## config.mk

```make
export PLATFORM = sky130hd
export DESIGN_NAME = kp_buffer_sched
export DESIGN_NICKNAME = d
export VERILOG_FILES = /design/src/rtl/kpb_pkg.sv /design/src/rtl/kpb_sat_cnt.sv /design/src/rtl/kp_buffer_sched.sv
export SDC_FILE = /design/constraint.sdc
export NUM_CORES = 1
export LEC_CHECK = 0
export BUFFER_PORTS_ARGS = -buffer_cell sky130_fd_sc_hd__buf_2
export CAP_MARGIN = 15
export CORE_MARGIN = 2
export CORE_UTILIZATION = 45
export CTS_CLUSTER_DIAMETER = 120
export DETAILED_ROUTE_END_ITERATION = 8
export GPL_ROUTABILITY_DRIVEN = 1
export PLACE_DENSITY = 0.72
export SETUP_SLACK_MARGIN = 0.2
export SLEW_MARGIN = 20
export SYNTH_ARGS = -nofsm -noshare
export SYNTH_HDL_FRONTEND = slang
export SYNTH_HIERARCHICAL = 1
export SYNTH_SLANG_ARGS = --single-unit
```

## constraint.sdc

```tcl
create_clock -name i_clk -period 2.3 [get_ports i_clk]
set_input_delay 0.46 -clock i_clk [delete_from_list [all_inputs] [get_ports i_clk]]
set_output_delay 0.46 -clock i_clk [all_outputs]
set_load 0.005 [all_outputs]
```

## src/rtl/kpb_pkg.sv

```systemverilog
// rtl/kpb_pkg.sv - shared state type, constants and width helper for kp_buffer_sched (KPB_TIMEOUT_EN adds FLUSH)
package kpb_pkg;

  localparam int DROP_W = 8;

`ifdef KPB_TIMEOUT_EN
  typedef enum logic [1:0] {IDLE = 2'd0, COLLECT = 2'd1, DRAIN = 2'd2, FLUSH = 2'd3} kpb_state_t;
`else
  typedef enum logic [1:0] {IDLE = 2'd0, COLLECT = 2'd1, DRAIN = 2'd2} kpb_state_t;
`endif

  // Occupancy must be able to hold the value DEPTH itself, not just DEPTH-1.
  function automatic int occ_width(input int depth);
    return $clog2(depth + 1);
  endfunction

endpackage

```

## src/rtl/kpb_sat_cnt.sv

```systemverilog
// rtl/kpb_sat_cnt.sv - saturating up-counter with synchronous clear
module kpb_sat_cnt #(
  parameter int W = 8
) (
  input  logic         clk,
  input  logic         rst,
  input  logic         clr,
  input  logic         inc,
  output logic [W-1:0] count
);

  // Count up on inc, hold at all-ones, clear has priority over increment.
  always_ff @(posedge clk) begin
    if (rst || clr) begin
      count <= '0;
    end else if (inc && (count != {W{1'b1}})) begin
      count <= count + 1'b1;
    end
  end

endmodule

```

## src/rtl/kp_buffer_sched.sv

```systemverilog
// rtl/kp_buffer_sched.sv - keypoint buffer frame scheduler (optional drain timeout via KPB_TIMEOUT_EN)
module kp_buffer_sched
  import kpb_pkg::*;
#(
  parameter int DEPTH       = 10,
  parameter int TIMEOUT_CYC = 1024,
  localparam int OCC_W      = occ_width(DEPTH)
) (
  input  logic              i_clk,
  input  logic              i_rst,
  input  logic              i_frame_start,
  input  logic              i_frame_end,
  input  logic              i_kp_valid,
  output logic              o_kp_ready,
  output logic              o_buf_valid,
  output logic              o_buf_next,
  output logic              o_out_valid,
  input  logic              i_out_ready,
  output logic              o_out_last,
  output logic [OCC_W-1:0]  o_occ,
  output logic [DROP_W-1:0] o_drop_cnt,
  output logic              o_done,
  output logic              o_overrun,
  output logic              o_timeout
);

  if (DEPTH < 2 || DEPTH > 255 || TIMEOUT_CYC < 1) begin : g_bad_cfg
    $error("kp_buffer_sched: DEPTH must be 2..255 and TIMEOUT_CYC at least 1");
  end

  localparam logic [1:0] ST_IDLE    = IDLE;
  localparam logic [1:0] ST_COLLECT = COLLECT;
  localparam logic [1:0] ST_DRAIN   = DRAIN;
`ifdef KPB_TIMEOUT_EN
  localparam logic [1:0] ST_FLUSH   = FLUSH;
`endif

  localparam logic [OCC_W-1:0] OCC_FULL = OCC_W'(DEPTH);
  localparam logic [OCC_W-1:0] OCC_ONE  = OCC_W'(1);

  logic [1:0]       state;
  logic [OCC_W-1:0] occ;
  logic             done_q;
  logic             overrun_q;
  logic             in_idle;
  logic             in_collect;
  logic             in_drain;
  logic             accept;
  logic             drop;
  logic             handshake;
  logic             flush_shift;

  assign in_idle    = (state == ST_IDLE);
  assign in_collect = (state == ST_COLLECT);
  assign in_drain   = (state == ST_DRAIN);

  // A keypoint is written only while a slot is free; the rest are counted as drops.
  assign accept    = in_collect && i_kp_valid && (occ != OCC_FULL);
  assign drop      = in_collect && i_kp_valid && (occ == OCC_FULL);
  assign handshake = o_out_valid && i_out_ready;

  assign o_kp_ready  = in_collect;
  assign o_buf_valid = accept;
  assign o_out_valid = in_drain && (occ != '0);
  assign o_out_last  = in_drain && (occ == OCC_ONE);
  assign o_buf_next  = handshake || flush_shift;
  assign o_occ       = occ;
  assign o_done      = done_q;
  assign o_overrun   = overrun_q;

  kpb_sat_cnt #(.W(DROP_W)) u_drop_cnt (
    .clk   (i_clk),
    .rst   (i_rst),
    .clr   (in_idle && i_frame_start),
    .inc   (drop),
    .count (o_drop_cnt)
  );

`ifdef KPB_TIMEOUT_EN
  localparam int TO_W = $clog2(TIMEOUT_CYC + 1);

  logic [TO_W-1:0] stall_cnt;
  logic            stall;
  logic            timeout_fire;
  logic            timeout_q;

  // Stall cycles are counted only while the head is offered and refused.
  assign stall        = o_out_valid && !i_out_ready;
  assign timeout_fire = stall && (stall_cnt == TO_W'(TIMEOUT_CYC - 1));
  assign flush_shift  = (state == ST_FLUSH) && (occ != '0);
  assign o_timeout    = timeout_q;

  kpb_sat_cnt #(.W(TO_W)) u_stall_cnt (
    .clk   (i_clk),
    .rst   (i_rst),
    .clr   (!in_drain || handshake),
    .inc   (stall),
    .count (stall_cnt)
  );

  // Sticky timeout flag, cleared only by reset.
  always_ff @(posedge i_clk) begin
    if (i_rst) begin
      timeout_q <= 1'b0;
    end else if (timeout_fire) begin
      timeout_q <= 1'b1;
    end
  end
`else
  assign flush_shift = 1'b0;
  assign o_timeout   = 1'b0;
`endif

  // Frame sequencing, occupancy tracking, done pulse and sticky overrun.
  always_ff @(posedge i_clk) begin
    if (i_rst) begin
      state     <= ST_IDLE;
      occ       <= '0;
      done_q    <= 1'b0;
      overrun_q <= 1'b0;
    end else begin
      done_q <= 1'b0;
      if (i_frame_start && !in_idle) begin
        overrun_q <= 1'b1;
      end
      case (state)
        ST_IDLE: begin
          if (i_frame_start) begin
            state <= ST_COLLECT;
            occ   <= '0;
          end
        end
        ST_COLLECT: begin
          if (accept) begin
            occ <= occ + 1'b1;
          end
          // A keypoint on the same cycle as frame end is counted before deciding.
          if (i_frame_end) begin
            if (accept || (occ != '0)) begin
              state <= ST_DRAIN;
            end else begin
              state  <= ST_IDLE;
              done_q <= 1'b1;
            end
          end
        end
        ST_DRAIN: begin
          if (handshake) begin
            occ <= occ - 1'b1;
            if (o_out_last) begin
              state  <= ST_IDLE;
              done_q <= 1'b1;
            end
          end
`ifdef KPB_TIMEOUT_EN
          else if (timeout_fire) begin
            state <= ST_FLUSH;
          end
`endif
        end
`ifdef KPB_TIMEOUT_EN
        ST_FLUSH: begin
          if (occ != '0) begin
            occ <= occ - 1'b1;
          end
          if (occ <= OCC_ONE) begin
            state  <= ST_IDLE;
            done_q <= 1'b1;
          end
        end
`endif
        default: state <= ST_IDLE;
      endcase
    end
  end

endmodule
```

==> impl_metrics.env, run 1 <==
export IMPL_dieArea_um2=2970
export IMPL_viasPerCell=5.68
export IMPL_p_comb_frac=0.497
export IMPL_timing_final_crit_share=0.911
export IMPL_startpoint_type="register"
export IMPL_dpl_hpwl_mm=1.83
export IMPL_clk_latency_ps=290
export IMPL_multi_input_area_um2=757
export IMPL_placed_area_um2=1260
export IMPL_power_internal_mw=0.604
export IMPL_synth_warning_count=6
export IMPL_layout_drive_gt1_share=0.298
export IMPL_layout_cells_non_filler=191
export IMPL_end_kind="output pin"
export IMPL_first_pass_iters=4
export IMPL_max_clock_path_buffers=2
export IMPL_power_frac_clock=0.155
export IMPL_clock_skew_ps=2.48
export IMPL_period_needed_ps=2100
export IMPL_yosys_cell_types_count=47
export IMPL_initial_core_util=0.467
export IMPL_drc=0
export IMPL_maxCapViolCount=0
export IMPL_seqCellArea_um2=328
export IMPL_p_leak_nw=0.595
export IMPL_pwr_share_seq=0.348
export IMPL_syn_mean_instance_area_um2=8.49
export IMPL_clock_sinks=16
export IMPL_pin_count=26
export IMPL_root_buffer="clkbuf_4"
export IMPL_antenna_found_initial=0
export IMPL_syn_cell_area_um2=1150
export IMPL_ys_ff_latch=16
export IMPL_ant_nets=0
export IMPL_cts_clk_slew_worst_paths_ps=100
export IMPL_drt_iter0_markers=27
export IMPL_critical_path_top_delay_family="simple AND/OR/NAND/NOR gates"
export IMPL_finalHoldViolations=0
export IMPL_syn_nets=151
export IMPL_critPathSlowestCell="or3b_4"
export IMPL_die_w_um=54.5
export IMPL_synthCells=135
export IMPL_finalPower_mw=0.985
export IMPL_area_growth_pct=17.6
export IMPL_p_switching_mw=0.381
export IMPL_grt_setup_unrepaired="no"
export IMPL_final_common_cell="buf_2"
export IMPL_core_rowCount=18
export IMPL_ir_drop_uv=604
export IMPL_p_sw_frac=0.387
export IMPL_ys_seq_area_frac=0.279
export IMPL_wl_mm=2.67
export IMPL_hold_worst_slack_ps=430
export IMPL_cp_required_ps=1840
export IMPL_gp_congestion=0.814
export IMPL_r2r_start="state[1]"
export IMPL_status="complete, no violations"
export IMPL_hold_path_class="in -> reg"
export IMPL_htreeDepth=1
export IMPL_grt_pass1_wl_mm=3.99
export IMPL_crit_chain="inv_2, ha_2, or3b_4, and3_1, buf_2"
export IMPL_diodes=0
export IMPL_grt_max_degree=15
export IMPL_dr_total_vias=1085
export IMPL_grt_pass1_vias=949
export IMPL_synthArstFlopShare=0
export IMPL_final_area_um2=1350
export IMPL_maxSlewViolCount=0
export IMPL_min_from="i_frame_start"
export IMPL_cts_tree="yes"
export IMPL_mostFrequentLayoutCells="buf_2, dfxtp_1, a21oi_1"
export IMPL_path_buf_inv=2
export IMPL_worstPathMaxFanout=4
export IMPL_critPathMaxStageDelay_ps=410
export IMPL_synth_flop_cell="dfxtp_1"
export IMPL_layout_nets=179
export IMPL_core_area_um2=2450
export IMPL_die_y_um=54.5
export IMPL_crit_arrival_ps=1640
export IMPL_crit_type="reg -> out"
export IMPL_nFillCells=233
export IMPL_synth_enable_flop_cells=0
export IMPL_max_freq_mhz=477
export IMPL_crit_start="o_occ[1]"
export IMPL_cts_inserted_buffers=3
export IMPL_port_buffers=24
export IMPL_post_place_cells=182
export IMPL_setup_viol=0
export IMPL_grt_overflow=0
export IMPL_wl_per_cell_um=14.0
export IMPL_track_usage=0.184
export IMPL_powerDensity_nw_per_um2=731
export IMPL_setup_tns_ps=0
-- what timing repair did --
item                       4_1_cts  5_1_grt
setup endpoints to repair        2       12
resized for setup                5        5
pin swaps                        0        1
hold buffers                     0        0
buffers inserted                 4        2
-- per-layer routing --
metal,vias to the layer above,GRT usage,share of wire
met5,-,0,0
met4,0,0.0625,0.0071
met3,2,0.0328,0.033
met2,22,0.323,0.50
met1,512,0.223,0.46
li1,549,-,-
-- Yosys cell counts, drive strengths merged (2+ instances only) --
cell type / n / area [um^2]
dfxtp: 16 / 320
a21oi: 12 / 60.1
ha: 10 / 125
inv: 10 / 37.5
nand2: 9 / 33.8
o21ai: 9 / 45.0
buf: 6 / 37.5
a21boi: 5 / 45.0
mux2i: 5 / 50.1
nand2b: 4 / 25.0
and2: 3 / 20.0
and3: 3 / 18.8
nand3: 3 / 15.0
nor2: 3 / 11.3
or3: 3 / 20.0
or4: 3 / 22.5
a21o: 2 / 15.0
and3b: 2 / 17.5
and4: 2 / 18.8
nand4: 2 / 12.5
nor2b: 2 / 12.5
o2111ai: 2 / 23.8
or4b: 2 / 20.0
-- logic make-up (layout without fill, tap and decap cells) --
family          after synthesis  after routing  synth area share
simple gates                 48             48             0.270
flops                        16             16             0.279
fa+ha+maj                    10             10             0.109
other cells                   1              1           0.00327
compound gates               38             38             0.226
mux                           5              5            0.0437
buf+inv                      17             43            0.0688
-- final timing paths --
| check | to | slack [ps] | cells after the start |
|---|---|---|---|
| worst min-delay path | o_overrun | 430 | 3 |
| worst max register to register | o_occ[1] | 390 | 6 |
| worst min register to register | o_overrun | 490 | 2 |
| worst max-delay path | o_buf_next | 200 | 5 |
-- per-stage QoR --
stage	setup WS, ps	utilization
after global placement	364	0.514
after global routing	170	0.549
after floorplan	484	-
final	204	0.549
after detailed placement	246	0.514
after CTS	215	0.540
-- area by class of cell --
type | count | share of cell area
Sequential cell | 16 | 0.243
Tap cell | 30 | 0.0279
Timing Repair Buffer | 30 | 0.123
Multi-Input combinational cell | 102 | 0.562
Inverter | 10 | 0.0279
Clock buffer | 3 | 0.0167
-- power by group through the flow --
stage / clock network, mW / registers (mW) / logic [mW]
2_1_floorplan: 0 / 0.339 / 0.313
3_3_place_gp: 0 / 0.351 / 0.390
3_5_place_dp: 0 / 0.354 / 0.401
4_1_cts: 0.161 / 0.340 / 0.453
5_1_grt: 0.172 / 0.346 / 0.539
6_report: 0.153 / 0.343 / 0.490
-- tightest hold or removal path, cell delays in order --
cell and delay, ps:
buf_2 90, a21oi_1 60, nor2_1 80
-- flip-flops by register name, summed over array words and instances, names as in the netlist --
| register | cells |
|---|---|
| o_occ | 4 |
| u_drop_cnt/count | 8 |
| o_done | 1 |
| o_overrun | 1 |
| state | 2 |
(Power assumes the default switching activity.)
==> run 2, diff against run 1 <==
REMOVE_ABC_BUFFERS = 1   (was unset)
SKIP_CTS_REPAIR_TIMING = 1   (was unset)
==> impl_metrics.env, run 2 (synthesis results as in run 1) <==
export IMPL_worst_slack_ps=254
export IMPL_layout_drive_gt1_share=0.288
export IMPL_pre_cts_ws_ps=259
export IMPL_clock_sinks=16
export IMPL_layout_nets=177
export IMPL_pwr_share_seq=0.352
export IMPL_ant_nets=0
export IMPL_initial_core_util=0.467
export IMPL_powerDensity_nw_per_um2=731
export IMPL_grt_setup_unrepaired="no"
export IMPL_period_needed_ps=2050
export IMPL_finalHoldViolations=0
export IMPL_power_frac_clock=0.188
export IMPL_wl_mm=2.57
export IMPL_final_util=0.551
export IMPL_viasPerCell=5.75
export IMPL_power_internal_mw=0.616
export IMPL_setup_viol=0
export IMPL_cts_tree="yes"
export IMPL_area_growth_pct=18.1
export IMPL_post_place_cells=182
export IMPL_first_pass_iters=4
export IMPL_grt_overflow=0
export IMPL_antenna_found_initial=0
export IMPL_crit_type="reg -> out"
export IMPL_p_sw_frac=0.377
export IMPL_crit_arrival_ps=1590
export IMPL_maxSlewViolCount=0
export IMPL_p_leak_nw=0.595
export IMPL_placed_area_um2=1260
export IMPL_layout_cells_non_filler=190
export IMPL_dieArea_um2=2970
export IMPL_cts_clk_slew_worst_paths_ps=100
export IMPL_largest_reg_flops=8
export IMPL_regMostFlops="u_drop_cnt/count"
export IMPL_p_switching_mw=0.374
export IMPL_grt_pass1_vias=957
export IMPL_clock_skew_ps=1.59
export IMPL_startpoint_type="register"
export IMPL_max_clock_path_buffers=2
export IMPL_setup_tns_ps=0
export IMPL_pin_count=26
export IMPL_p_comb_frac=0.460
export IMPL_timing_final_crit_share=0.890
export IMPL_grt_max_degree=15
export IMPL_drt_iter0_markers=32
export IMPL_hold_worst_slack_ps=430
export IMPL_dpl_hpwl_mm=1.87
export IMPL_diodes=0
export IMPL_grt_pass1_wl_mm=4.15
export IMPL_cts_inserted_buffers=3
export IMPL_clk_latency_ps=280
export IMPL_die_y_um=54.5
export IMPL_port_buffers=24
export IMPL_hold_path_class="in -> reg"
export IMPL_die_w_um=54.5
export IMPL_status="complete, no violations"
export IMPL_cp_required_ps=1840
export IMPL_drc=0
export IMPL_root_buffer="clkbuf_4"
export IMPL_final_area_um2=1350
export IMPL_gp_congestion=0.835
export IMPL_maxCapViolCount=0
export IMPL_dr_total_vias=1093
export IMPL_worstPathMaxFanout=6
export IMPL_final_common_cell="buf_2"
export IMPL_track_usage=0.191
export IMPL_end_kind="output pin"
export IMPL_core_rowCount=18
export IMPL_core_area_um2=2450
export IMPL_finalPower_mw=0.990
export IMPL_max_freq_mhz=489
export IMPL_htreeDepth=1
export IMPL_wl_per_cell_um=13.5
export IMPL_ir_drop_uv=443
export IMPL_mostFrequentLayoutCells="buf_2, dfxtp_1, a21oi_1"
run 2: final timing paths:
| path | start | end | slack [ps] | depth (start not counted) |
|---|---|---|---|---|
| worst max-delay path | o_occ[0] | o_buf_next | 250 | 5 |
| worst min-delay path | i_frame_start | o_overrun | 430 | 3 |
| worst max register to register | state[1] | u_drop_cnt/count[3] | 340 | 7 |
| worst min register to register | o_overrun | o_overrun | 470 | 2 |
run 2: power by group through the flow:
stage	Sequential, mW	Combinational (mW)	Clock, mW
floorplan	0.346	0.288	0
global placement	0.351	0.391	0
detailed placement	0.353	0.398	0
CTS	0.348	0.401	0.196
global route	0.355	0.503	0.210
finish	0.349	0.455	0.186
run 2: routing by layer:
metal	wire, um	global-route usage
met3	135	0.0410
met5	0	0
met1	1210	0.240
met4	15	0.0625
met2	1210	0.323
run 2: final cells by class:
| type | instances | area, um^2 |
|---|---|---|
| Sequential cell | 16 | 328 |
| Clock buffer | 4 | 36.3 |
| Tap cell | 30 | 37.5 |
| Timing Repair Buffer | 28 | 150 |
| Multi-Input combinational cell | 102 | 764 |
| Fill cell | 242 | 1100 |
| Inverter | 10 | 37.5 |
run 2: critical path, stage by stage, from the launching register on:
cell     delay (ps)
dfxtp_4         380
inv_2            80
ha_4            140
or3b_4          400
and3_1          190
buf_2           120
